--- config.mk ---
export PLATFORM = sky130hd
export DESIGN_NAME = enc_quad_cnt_flat
export DESIGN_NICKNAME = d
export VERILOG_FILES = /design/src/rtl/enc_quad_cnt_if.sv /design/src/rtl/enc_quad_cnt.sv /design/src/flat_wrapper.sv
export SDC_FILE = /design/constraint.sdc
export NUM_CORES = 1
export LEC_CHECK = 0
export BUFFER_PORTS_ARGS = -buffer_cell sky130_fd_sc_hd__buf_2
export CAP_MARGIN = 15
export CORE_UTILIZATION = 30
export CTS_CLUSTER_DIAMETER = 100
export CTS_CLUSTER_SIZE = 10
export DETAILED_ROUTE_END_ITERATION = 7
export PLACE_DENSITY_LB_ADDON = 0.15
export SETUP_SLACK_MARGIN = 0.3
export SLEW_MARGIN = 20
export SYNTH_ARGS = -nofsm -noshare
export SYNTH_HDL_FRONTEND = slang
export SYNTH_SLANG_ARGS = --single-unit
--- constraint.sdc ---
create_clock -name CLK -period 7.5 [get_ports CLK]
set_clock_uncertainty 0.1 [all_clocks]
set_input_delay 0.375 -clock CLK [delete_from_list [all_inputs] [get_ports CLK]]
set_output_delay 0.375 -clock CLK [all_outputs]
set_load 0.01 [all_outputs]
--- src/rtl/enc_quad_cnt_if.sv ---
// rtl/enc_quad_cnt_if.sv - control, encoder-pin and count/readout signals for enc_quad_cnt
interface enc_quad_cnt_if #(
    parameter int N_CH  = 2,
    parameter int CNT_W = 64
);
    logic                    I_ARM;
    logic                    I_CLR;
    logic [N_CH-1:0]         I_A;
    logic [N_CH-1:0]         I_B;
    logic [N_CH-1:0]         I_Z;
    logic [N_CH*CNT_W-1:0]   O_CNT;
    logic [N_CH-1:0]         O_DIR;
    logic [N_CH*CNT_W-1:0]   O_IDX_CNT;
    logic [N_CH-1:0]         O_IDX_VLD;
    logic [N_CH-1:0]         O_ERR;

    modport master (
        output I_ARM, I_CLR, I_A, I_B, I_Z,
        input  O_CNT, O_DIR, O_IDX_CNT, O_IDX_VLD, O_ERR
    );

    modport slave (
        input  I_ARM, I_CLR, I_A, I_B, I_Z,
        output O_CNT, O_DIR, O_IDX_CNT, O_IDX_VLD, O_ERR
    );
endinterface

--- src/rtl/enc_quad_cnt.sv ---
// rtl/enc_quad_cnt.sv - multi-channel x4 quadrature counter with sync, glitch filter, index capture
// Optional feature macro ENC_Z_RESET_EN: an armed index rising edge also zeroes that channel's count.
module enc_quad_cnt #(
    parameter int N_CH        = 2,
    parameter int CNT_W       = 64,
    parameter int SYNC_STAGES = 2,
    parameter int FILT_LEN    = 3
) (
    input logic           CLK,
    input logic           RST_N,
    enc_quad_cnt_if.slave bus
);
    localparam int         NP = 3 * N_CH;
    localparam logic [3:0] FL = 4'(FILT_LEN);

    // Pin p = 3*ch + {0:A, 1:B, 2:Z}
    logic [NP-1:0] raw;
    logic [NP-1:0] filt;
    logic [NP-1:0] stl;

    // Position of a state along the forward cycle 00->10->11->01
    function automatic logic [1:0] qpos(input logic [1:0] s);
        return {s[0], s[1] ^ s[0]};
    endfunction

    for (genvar p = 0; p < NP; p++) begin : g_pin
        logic [SYNC_STAGES-1:0] sync_q;
        logic [3:0]             diff_q, same_q;
        logic                   filt_q, stl_q;
        logic                   smp;
        logic [3:0]             diff_d, same_d;

        assign smp    = sync_q[SYNC_STAGES-1];
        assign diff_d = diff_q + 4'd1;
        assign same_d = same_q + 4'd1;

        always_ff @(posedge CLK or negedge RST_N) begin
            if (!RST_N) begin
                sync_q <= '0;
                diff_q <= '0;
                same_q <= '0;
                filt_q <= 1'b0;
                stl_q  <= 1'b0;
            end else begin
                sync_q <= {sync_q[SYNC_STAGES-2:0], raw[p]};
                if (smp != filt_q) begin
                    same_q <= '0;
                    if (diff_d >= FL) begin
                        filt_q <= smp;
                        diff_q <= '0;
                        stl_q  <= 1'b1;
                    end else begin
                        diff_q <= diff_d;
                    end
                end else begin
                    diff_q <= '0;
                    // A pin that never toggles still has to be declared settled for init
                    if (!stl_q) begin
                        if (same_d >= FL) begin
                            stl_q  <= 1'b1;
                            same_q <= '0;
                        end else begin
                            same_q <= same_d;
                        end
                    end
                end
            end
        end

        assign filt[p] = filt_q;
        assign stl[p]  = stl_q;
    end

    for (genvar c = 0; c < N_CH; c++) begin : g_ch
        logic [1:0]       cur, prev_q, delta;
        logic             init_q, zprev_q, dir_q, err_q, vld_q;
        logic [CNT_W-1:0] cnt_q, idx_q;
        logic             step_up, step_dn, bad, z_rise, z_zero;

        assign raw[3*c +: 3] = {bus.I_Z[c], bus.I_B[c], bus.I_A[c]};
        assign cur           = {filt[3*c], filt[3*c+1]};

        always_comb begin
            delta   = qpos(cur) - qpos(prev_q);
            step_up = init_q && (delta == 2'd1);
            step_dn = init_q && (delta == 2'd3);
            bad     = init_q && (delta == 2'd2);
            z_rise  = bus.I_ARM && stl[3*c+2] && filt[3*c+2] && !zprev_q;
`ifdef ENC_Z_RESET_EN
            z_zero  = z_rise;
`else
            z_zero  = 1'b0;
`endif
        end

        always_ff @(posedge CLK or negedge RST_N) begin
            if (!RST_N) begin
                prev_q  <= 2'b00;
                init_q  <= 1'b0;
                zprev_q <= 1'b0;
                dir_q   <= 1'b0;
                err_q   <= 1'b0;
                vld_q   <= 1'b0;
                cnt_q   <= '0;
                idx_q   <= '0;
            end else begin
                zprev_q <= filt[3*c+2];
                if (!init_q) begin
                    if (stl[3*c] && stl[3*c+1]) begin
                        prev_q <= cur;
                        init_q <= 1'b1;
                    end
                end else begin
                    prev_q <= cur;
                end

                if (bus.I_CLR) begin
                    cnt_q  <= '0;
                    idx_q  <= '0;
                    err_q  <= 1'b0;
                    vld_q  <= 1'b0;
                    init_q <= 1'b0;
                end else begin
                    vld_q <= z_rise;
                    if (bad)    err_q <= 1'b1;
                    if (z_rise) idx_q <= cnt_q;
                    if (z_zero) begin
                        cnt_q <= '0;
                    end else if (bus.I_ARM && step_up) begin
                        cnt_q <= cnt_q + CNT_W'(1);
                        dir_q <= 1'b1;
                    end else if (bus.I_ARM && step_dn) begin
                        cnt_q <= cnt_q - CNT_W'(1);
                        dir_q <= 1'b0;
                    end
                end
            end
        end

        assign bus.O_CNT[c*CNT_W +: CNT_W]     = cnt_q;
        assign bus.O_IDX_CNT[c*CNT_W +: CNT_W] = idx_q;
        assign bus.O_DIR[c]                    = dir_q;
        assign bus.O_ERR[c]                    = err_q;
        assign bus.O_IDX_VLD[c]                = vld_q;
    end
endmodule

--- src/flat_wrapper.sv ---
// flat-port wrapper written by rule: the top's interface ports become plain ports
module enc_quad_cnt_flat 
#(
    parameter int N_CH        = 2,
    parameter int CNT_W       = 64,
    parameter int SYNC_STAGES = 2,
    parameter int FILT_LEN    = 3
)
  (CLK, RST_N, bus_I_ARM, bus_I_CLR, bus_I_A, bus_I_B, bus_I_Z, bus_O_CNT, bus_O_DIR, bus_O_IDX_CNT, bus_O_IDX_VLD, bus_O_ERR);
  enc_quad_cnt_if #(.N_CH(N_CH), .CNT_W(CNT_W)) bus_i ();
  input logic CLK;
  input logic RST_N;
  input wire logic [$bits(bus_i.I_ARM)-1:0] bus_I_ARM;
  input wire logic [$bits(bus_i.I_CLR)-1:0] bus_I_CLR;
  input wire logic [$bits(bus_i.I_A)-1:0] bus_I_A;
  input wire logic [$bits(bus_i.I_B)-1:0] bus_I_B;
  input wire logic [$bits(bus_i.I_Z)-1:0] bus_I_Z;
  output wire logic [$bits(bus_i.O_CNT)-1:0] bus_O_CNT;
  output wire logic [$bits(bus_i.O_DIR)-1:0] bus_O_DIR;
  output wire logic [$bits(bus_i.O_IDX_CNT)-1:0] bus_O_IDX_CNT;
  output wire logic [$bits(bus_i.O_IDX_VLD)-1:0] bus_O_IDX_VLD;
  output wire logic [$bits(bus_i.O_ERR)-1:0] bus_O_ERR;
  assign bus_i.I_ARM = bus_I_ARM;
  assign bus_i.I_CLR = bus_I_CLR;
  assign bus_i.I_A = bus_I_A;
  assign bus_i.I_B = bus_I_B;
  assign bus_i.I_Z = bus_I_Z;
  assign bus_O_CNT = bus_i.O_CNT;
  assign bus_O_DIR = bus_i.O_DIR;
  assign bus_O_IDX_CNT = bus_i.O_IDX_CNT;
  assign bus_O_IDX_VLD = bus_i.O_IDX_VLD;
  assign bus_O_ERR = bus_i.O_ERR;
  enc_quad_cnt #(.N_CH(N_CH), .CNT_W(CNT_W), .SYNC_STAGES(SYNC_STAGES), .FILT_LEN(FILT_LEN)) u_core (.CLK(CLK), .RST_N(RST_N), .bus(bus_i));
endmodule
==> run metrics, run 1 <==
run status complete, no violations; Worst Setup End Kind flip-flop; worst min-delay path class primary input to flip-flop; antenna viol nets, final 0; Synth top area share 40.4%; synthesized cell area 21200 µm²; pwr/cell area 415 nW/µm²; FF-to-FF path depth 18; drt total wl 62500 µm; CP Launch Type flip-flop; # resized after CTS 0; ys async rst share 100%; Die Y 268 µm; Final GP Congestion 0.871; vias in the first global route 18500; final cycle utilization of the critical path 77.9%; first-pass GRT wire length 100000 µm; Post-Syn Instances 2500; setup violators final 0; PnR worst setup slack 1.66 ns; clock sinks 342; worst hold start bus_I_CLR; f_max 0.171 GHz; Netlist cell types 77; buffer count from post-CTS setup fixing 0; Post-synth top flop dfrtp_1; Slew @ Worst Pin 1.00 ns; Starting Density 30.3%; drt drc 0; CTS tree built; share of the yosys chip area belonging to registers 40.4%; Final min period 5.84 ns; DR vias 18500; Initial DRC Count 944; number of H-tree levels 2; CTS root buf clkbuf_16; Slew headroom 33.2%; register-to-register setup slack 1.66 ns; reg2reg end u_core.g_ch[0].cnt_q[61]; share of layout cells above drive strength 1 13.6%; wire length per cell 17.1 µm; I/O pin cnt 272; routed vias/inst 5.05; yosys warns 0; largest net degree at the start of global routing 168; fin nets 2900; top cell type by total area after synthesis dfrtp_1; EDFF count, synth 0; I/O Buffers 271; WHS Endpoint u_core.g_ch[1].idx_q[28]; Detailed Routing Iterations Pass 1 5; critical path class flip-flop to flip-flop; Lkg Pwr 12.0 nW; crit-path max FO 47; RSZ-0062 raised after global routing no; Antenna diodes 0; Synth Register Bits 342; GRT Util Overall 17.3%; CTS buffer count 40; Post-DP HPWL 43800 µm; CP required 7.85 ns; Hold Crit Depth 2; Core Region 69900 µm²; antenna violations before repair 1; grt ovf 0; Hold Buf Count CTS 7; worst flop-to-flop path startpoint u_core.g_pin[1].filt_q; Max Cap Viol 0; Rows 97; Worst-path clk slew 0.06 ns; later-pin clock latency in the skew report 0.56 ns; Slew Limit Fails 0; VDD IR max 197 µV; final hold vios 0; average cell area after synthesis 8.47 µm²; worst slack, placed 1.76 ns; Arr. time, crit path 6.19 ns; CTS max path bufs 3; setup TNS 0 ns; Area contributors post-synth dfrtp_1, ha_1, nand2_1; area grow syn2layout 15.8%; Die X 268 µm; die area 71600 µm²
[where the power goes]
group	internal (mW)	switching (mW)	total, mW
sequential	2.06	0.315	2.38
clock	0.976	0.778	1.75
combinational	2.47	3.57	6.05
[worst max-delay path: stages (launching register included)]
cell	delay, ns
dfrtp_1	0.48
xnor2_1	0.17
ha_1	0.21
xnor2_1	0.24
xor2_1	0.30
nand2_2	0.48
buf_4	0.49
ha_1	0.48
a21oi_1	0.24
nor2_1	0.10
a2111oi_0	0.38
a22oi_1	0.12
a31oi_1	0.45
o211ai_1	0.25
a311oi_1	0.38
nor2b_1	0.13
o41ai_1	0.37
xnor2_1	0.11
a22o_1	0.18
[sequential cells by signal (all words and copies together) (netlist names)]
name	count
u_core.g_ch.cnt_q	128
u_core.g_ch.idx_q	128
u_core.g_pin.diff_q	24
u_core.g_pin.same_q	24
u_core.g_pin.sync_q	12
u_core.g_pin.filt_q	6
u_core.g_pin.stl_q	6
u_core.g_ch.prev_q	4
u_core.g_ch.dir_q	2
u_core.g_ch.err_q	2
u_core.g_ch.init_q	2
u_core.g_ch.vld_q	2
u_core.g_ch.zprev_q	2
[metrics by stage]
stage          instance area (µm²)  util, %  instances  power [mW]  hold WS, ns
2_1_floorplan                21200        -       2511        6.84      -0.0206
3_3_place_gp                 23400     33.4       3603        8.46        0.242
3_5_place_dp                 23400     33.4       3603        8.42        0.239
4_1_cts                      24500     35.1       3656        10.3        0.186
5_1_grt                      24500     35.1       3656        11.1        0.195
6_report                     24500     35.1       3656        10.2        0.167
[synthesized netlist by cell type (5+ instances only)]
master	number
o22ai_1	11
and3_1	30
nand2b_1	26
a211oi_1	17
o21ai_1	10
buf_1	15
nor2_1	121
o21ai_0	88
nor3_1	29
o21a_1	14
ha_1	176
nor3b_1	5
a21boi_0	9
o21bai_1	22
o211ai_1	12
or3_1	11
nand4_1	35
nand2_1	570
clkbuf_1	109
or2_2	11
o31ai_1	9
mux2_2	10
nor2b_1	11
nand3_1	55
a21o_1	64
a21oi_1	384
dfrtp_1	342
buf_4	6
and4_1	7
xor2_1	56
a31oi_1	29
nor4_1	6
xnor2_1	72
inv_1	43
[how the worst max path moves through the flow]
| stage | from | depth (start not counted) | endpoint |
|---|---|---|---|
| 3_5_place_dp | u_core.g_pin[1].filt_q | 18 | u_core.g_ch[0].cnt_q[63] |
| 4_1_cts | u_core.g_pin[1].filt_q | 18 | u_core.g_ch[0].cnt_q[63] |
| 2_1_floorplan | u_core.g_pin[4].filt_q | 19 | u_core.g_ch[1].cnt_q[63] |
| 5_1_grt | u_core.g_pin[1].filt_q | 18 | u_core.g_ch[0].cnt_q[61] |
| 3_3_place_gp | u_core.g_pin[1].filt_q | 17 | u_core.g_ch[0].cnt_q[56] |
| 6_report | u_core.g_pin[1].filt_q | 18 | u_core.g_ch[0].cnt_q[61] |
[cells in the final DEF, fill, tap and decap left out, drive strengths merged, types with 35 or more instances in the layout]
master,Yosys,layout
nor2,121,121
buf,24,285
o21ai,99,99
xnor2,72,72
nand3,55,55
clkbuf,109,43
inv,43,45
dfrtp,342,342
xor2,56,56
ha,176,176
a21o,64,64
nand4,35,35
a21oi,387,387
nand2,571,571
[metal layers]
metal | up-vias | GRT usage [%] | wire length (µm)
met4 | 0 | 4.93 | 1480
met2 | 369 | 30.1 | 30300
met1 | 8844 | 21.7 | 27900
li1 | 9179 | - | -
met3 | 85 | 3.11 | 2890
met5 | - | 0 | 0
[final cells by class]
type | instances | area [µm²]
inverter | 43 | 161
clock inverter | 3 | 25.0
sequential | 342 | 8560
tap | 940 | 1180
clock buffer | 43 | 1040
fill | 7312 | 45400
timing repair buffer | 292 | 1590
multi-input combinational | 1993 | 12000
[cell families (layout without fill, tap and decap cells)]
| kind of cell | count (synthesis) | count (layout) | share of synthesized area (%) |
|---|---|---|---|
| and+or+nand+nor | 937 | 937 | 19.3 |
| other | 1 | 12 | 0.0177 |
| AOI/OAI and AO/OA | 726 | 726 | 20.4 |
| DFF | 342 | 342 | 40.4 |
| muxes | 12 | 12 | 0.632 |
| adders and majority gates | 178 | 178 | 10.6 |
| xor gates and xnor gates | 128 | 128 | 5.30 |
| buffers and inverters | 176 | 381 | 3.30 |
Power figures use the tool's default switching activity.
==> inputs of run 2 (changes only) <==
Clock period 7.5 ns to 5.95 ns, I/O delays scaled along.
==> run metrics, run 2 (synthesized netlist as in run 1, its figures left out) <==
Lkg Pwr 12.0 nW; Die Y 268 µm; fin nets 2908; Core Region 69900 µm²; CTS root buf clkbuf_16; Die X 268 µm; drt drc 0; Slew @ Worst Pin 0.972 ns; antenna viol nets, final 0; CTS max path bufs 3; Slew headroom 35.2%; Final GP Congestion 0.867; placed cell area 23400 µm²; Final min period 5.31 ns; Initial DRC Count 1018; f_max 0.188 GHz; largest registers u_core.g_ch.cnt_q (128), u_core.g_ch.idx_q (128); share of layout cells above drive strength 1 13.9%; buffer count from post-CTS setup fixing 0; design area 24600 µm²; clock sinks 342; antenna violations before repair 0; Detailed Routing Iterations Pass 1 5; final hold vios 0; die area 71600 µm²; VDD IR max 209 µV; Worst-path clk slew 0.06 ns; Post-DP HPWL 44100 µm; CP Launch Type flip-flop; number of H-tree levels 2; WHS Endpoint u_core.g_ch[1].idx_q[62]; area grow syn2layout 16.2%; worst flop-to-flop path startpoint u_core.g_pin[1].filt_q; grt ovf 0; RSZ-0062 raised after global routing yes; setup TNS 0 ns; crit-path max FO 77; Worst Setup End Kind flip-flop; I/O Buffers 271; setup violators final 0; Starting Density 30.3%; Hold Crit Depth 2; wire length per cell 17.1 µm; worst hold start bus_I_CLR; DR vias 18500; routed vias/inst 5.05; vias in the first global route 18400; CTS tree built; CTS buffer count 40; drt total wl 62600 µm; worst min-delay path class primary input to flip-flop; Rows 97; critical path class flip-flop to flip-flop; CP required 6.30 ns; I/O pin cnt 272; pwr/cell area 524 nW/µm²; register-to-register setup slack 0.64 ns; largest net degree at the start of global routing 144; most frequent cells in the layout nand2_1, a21oi_1, dfrtp_1; first-pass GRT wire length 100000 µm; Arr. time, crit path 5.65 ns; GRT Util Overall 17.3%; Slew Limit Fails 0; Setup crit start u_core.g_pin[1].filt_q; reg2reg end u_core.g_ch[0].cnt_q[51]; run status complete, no violations; later-pin clock latency in the skew report 0.56 ns; final cycle utilization of the critical path 89.2%; FF-to-FF path depth 17; most common cell after layout, fill and taps aside nand2_1; Max Cap Viol 0
-- run 2: metal layers --
metal / GRT usage (%) / share of wire [%] / vias up
met2: 29.8 / 48 / 358
met4: 4.23 / 2.0 / 0
li1: - / - / 9180
met5: 0 / 0 / -
met1: 22.1 / 45 / 8898
met3: 3.37 / 4.9 / 74
-- run 2: layout make-up --
cell class              count  area, µm²
fillers                  7336      45300
multi-input cells        1993      12000
flip-flops and latches    342       8560
repair buffers            300       1650
well taps                 940       1180
clock buffers              42       1040
inverters                  43        161
clock inverters             3       26.3
diodes                      1       2.50
-- run 2: stage by stage --
step / setup slack, ns / total power [mW] / hold WS [ns] / utilization, % / instances
after global placement: 0.673 / 10.7 / 0.237 / 33.5 / 3611
after detailed placement: 0.551 / 10.6 / 0.238 / 33.5 / 3611
after global routing: 0.272 / 14.0 / 0.183 / 35.2 / 3663
final: 0.644 / 12.9 / 0.145 / 35.2 / 3664
after floorplan: 0.647 / 8.62 / -0.0981 / - / 2511
after CTS: 0.511 / 13.0 / 0.140 / 35.2 / 3663
-- run 2: repair_timing --
action / 4_1_cts / 5_1_grt
setup endpoints to repair: 0 / 4
hold endpoints to repair: 99 / 0
hold buffers: 7 / 0
resized for setup: 0 / 3
-- run 2: worst max-delay path, stage by stage (launching register included) --
cell,delay [ns]
dfrtp_1,0.48
xnor2_1,0.18
ha_1,0.22
xnor2_1,0.24
xor2_1,0.27
nand2_2,0.10
buf_12,0.21
ha_1,0.33
a21o_1,0.19
and4_1,0.25
nor3b_1,0.31
o21a_1,0.25
o21ai_1,0.15
o211ai_1,0.40
a21boi_1,0.23
a221oi_1,0.62
o21ai_0,0.24
o311ai_0,0.36
-- run 2: report_power, final --
group | internal (mW) | total (mW) | switching, mW
sequential | 2.60 | 3.00 | 0.397
clock | 1.23 | 2.21 | 0.984
combinational | 3.14 | 7.67 | 4.53
-- run 2: how the worst max path moves through the flow --
stage,endpoint
6_report,u_core.g_ch[0].cnt_q[51]
5_1_grt,u_core.g_ch[0].cnt_q[63]
4_1_cts,u_core.g_ch[1].cnt_q[51]
3_5_place_dp,u_core.g_ch[1].cnt_q[51]
3_3_place_gp,u_core.g_ch[0].cnt_q[51]
2_1_floorplan,u_core.g_ch[1].cnt_q[63]
==> inputs of run 3 (changes only) <==
Settings changed: CORE_UTILIZATION 30 to 29.
Clock period 5.95 ns to 5.43 ns, I/O delays scaled along.
==> run metrics, run 3 (synthesized netlist as in run 1, its figures left out) <==
share of layout cells above drive strength 1 15.5%; Slew Limit Fails 0; most frequent cells in the layout nand2_1, a21oi_1, dfrtp_1; I/O pin cnt 272; Max stage delay on crit path 0.48 ns; Initial DRC Count 1071; grt ovf 0; most common cell after layout, fill and taps aside nand2_1; worst min-delay path class flip-flop to flip-flop; CP Depth 18; antenna violations before repair 0; run status complete, no violations; Antenna diodes 0; hold slack 0.243 ns; I/O Buffers 271; crit path cell chain xor2_1 -> ha_1 -> xnor2_2 -> xnor2_2 -> nand2b_4 -> buf_4 -> ha_1 -> a21oi_2 -> o21ai_2 -> a31oi_4 -> a2111oi_4 -> or4_4 -> a211o_1 -> nand2_2 -> nor2_1 -> o41ai_2 -> mux2i_1 -> mux2_1; Starting Density 29.5%; setup violators final 0; wire length per cell 17.4 µm; GRT Util Overall 16.8%; RSZ-0062 raised after global routing yes; clock sinks 342; Max Cap Viol 0; Filler cells 7611; crit-path max FO 7; Slew headroom 33.6%; CTS tree built; f_max 0.204 GHz; FF-to-FF path depth 18; met1 GRT Util 21.8%; die area 74100 µm²; Buf/Inv on CP 1; worst hold start u_core.g_pin[2].sync_q[0]; critical path class flip-flop to flip-flop; CTS max path bufs 3; Worst Setup End Kind flip-flop; setup TNS 0 ns; CTS root buf clkbuf_16; reg2reg end u_core.g_ch[1].cnt_q[63]; final cycle utilization of the critical path 90.3%; Slowest cell on crit path or4_4; Rows 98; area grow syn2layout 18.4%; routed vias/inst 5.06; Die X 272 µm; Post-DP HPWL 44900 µm; M2 GR Usage 28.8%; final hold vios 0; VDD IR max 248 µV; antenna viol nets, final 0; gr busiest metal met2; crit-path leading delay family compound AO/OA/AOI/OAI gates; Worst-path clk slew 0.06 ns; largest net degree at the start of global routing 190; drt total wl 64300 µm; Final GP Congestion 0.863; pwr/cell area 585 nW/µm²; Die Y 272 µm; WHS Endpoint u_core.g_pin[2].sync_q[1]; DR vias 18700; later-pin clock latency in the skew report 0.58 ns; Detailed Routing Iterations Pass 1 5; drt drc 0; worst flop-to-flop path startpoint u_core.g_ch[1].prev_q[0]; post-layout util 34.9%; Final min period 4.90 ns; first-pass GRT wire length 102000 µm; Arr. time, crit path 5.24 ns; grt met3 use 2.78%; Core Region 71900 µm²; CP required 5.77 ns; vias in the first global route 18400; largest registers u_core.g_ch.cnt_q (128), u_core.g_ch.idx_q (128); CTS buffer count 41; Reg area 8560 µm²; Lkg Pwr 12.2 nW; Hold Crit Depth 0; Multi-input gate area 12200 µm²; number of H-tree levels 2; fin nets 2929; register-to-register setup slack 0.53 ns; CP Launch Type flip-flop; Slew @ Worst Pin 0.996 ns
==> run 3: changes by cell type in the layout (fill, tap and decap cells not counted), moves of 3 or more <==
cell       delta
buf_4        +12
ha_1          -9
ha_2          +8
a2111oi_4     +3
buf_12        +3
dfrtp_1       -3
dfrtp_2       +3
nand2b_4      +3
o21ai_0       -3
xnor2_1       -3
xnor2_2       +3
==> run 3: area by class of cell <==
| class | count | share of cell area (%) |
|---|---|---|
| clock buffers | 43 | 4.16 |
| multi-input cells | 1996 | 48.6 |
| inverters | 43 | 0.644 |
| repair buffers | 317 | 7.33 |
| clock inverters | 5 | 0.344 |
| flip-flops and latches | 342 | 34.1 |
| well taps | 950 | 4.74 |
==> run 3: how the worst max path moves through the flow <==
stage / start / to / slack (ns)
finish: u_core.g_ch[1].prev_q[0] / u_core.g_ch[1].cnt_q[63] / 0.53
global route: u_core.g_pin[1].filt_q / u_core.g_ch[0].cnt_q[63] / 0.23
CTS: u_core.g_pin[1].filt_q / u_core.g_ch[0].cnt_q[62] / 0.27
detailed placement: u_core.g_pin[1].filt_q / u_core.g_ch[0].cnt_q[62] / 0.08
global placement: u_core.g_pin[1].filt_q / u_core.g_ch[0].cnt_q[62] / 0.08
floorplan: u_core.g_pin[4].filt_q / u_core.g_ch[1].cnt_q[63] / 0.51
==> run 3: through the flow <==
| stage | cell area [µm²] | total power [mW] | std cells | setup WS, ns |
|---|---|---|---|---|
| finish | 25100 | 14.7 | 3696 | 0.528 |
| global route | 25100 | 15.9 | 3696 | 0.229 |
| CTS | 24700 | 14.5 | 3680 | 0.269 |
| detailed placement | 23500 | 11.8 | 3623 | 0.0774 |
| global placement | 23500 | 11.9 | 3623 | 0.0831 |
| floorplan | 21200 | 9.46 | 2511 | 0.515 |
==> run 3: worst reg2reg max path: stages, from the launching register on <==
cell       delay (ns)
dfrtp_1          0.42
xor2_1           0.18
ha_1             0.21
xnor2_2          0.15
xnor2_2          0.32
nand2b_4         0.32
buf_4            0.15
ha_1             0.29
a21oi_2          0.23
o21ai_2          0.09
a31oi_4          0.24
a2111oi_4        0.13
or4_4            0.48
a211o_1          0.32
nand2_2          0.11
nor2_1           0.08
o41ai_2          0.38
mux2i_1          0.24
mux2_1           0.33
==> run 3: timing repair <==
item	4_1_cts	5_1_grt
setup buffers	1	12
hold buffers	8	0
gates cloned	0	4
pin swaps	0	10
resized for setup	5	37
endpoints found under the hold margin	102	0
endpoints found under the setup margin	6	31
==> run 3: metal layers <==
layer	vias up	routed length [µm]
li1	9226	-
met1	9049	29400
met2	343	30900
met3	81	2670
met4	0	1280
met5	-	0
==> run 3: power by group <==
group          switching (mW)  internal [mW]
registers               0.442           2.85
clock network            1.08           1.45
logic                    5.15           3.71
total                    6.67           8.01
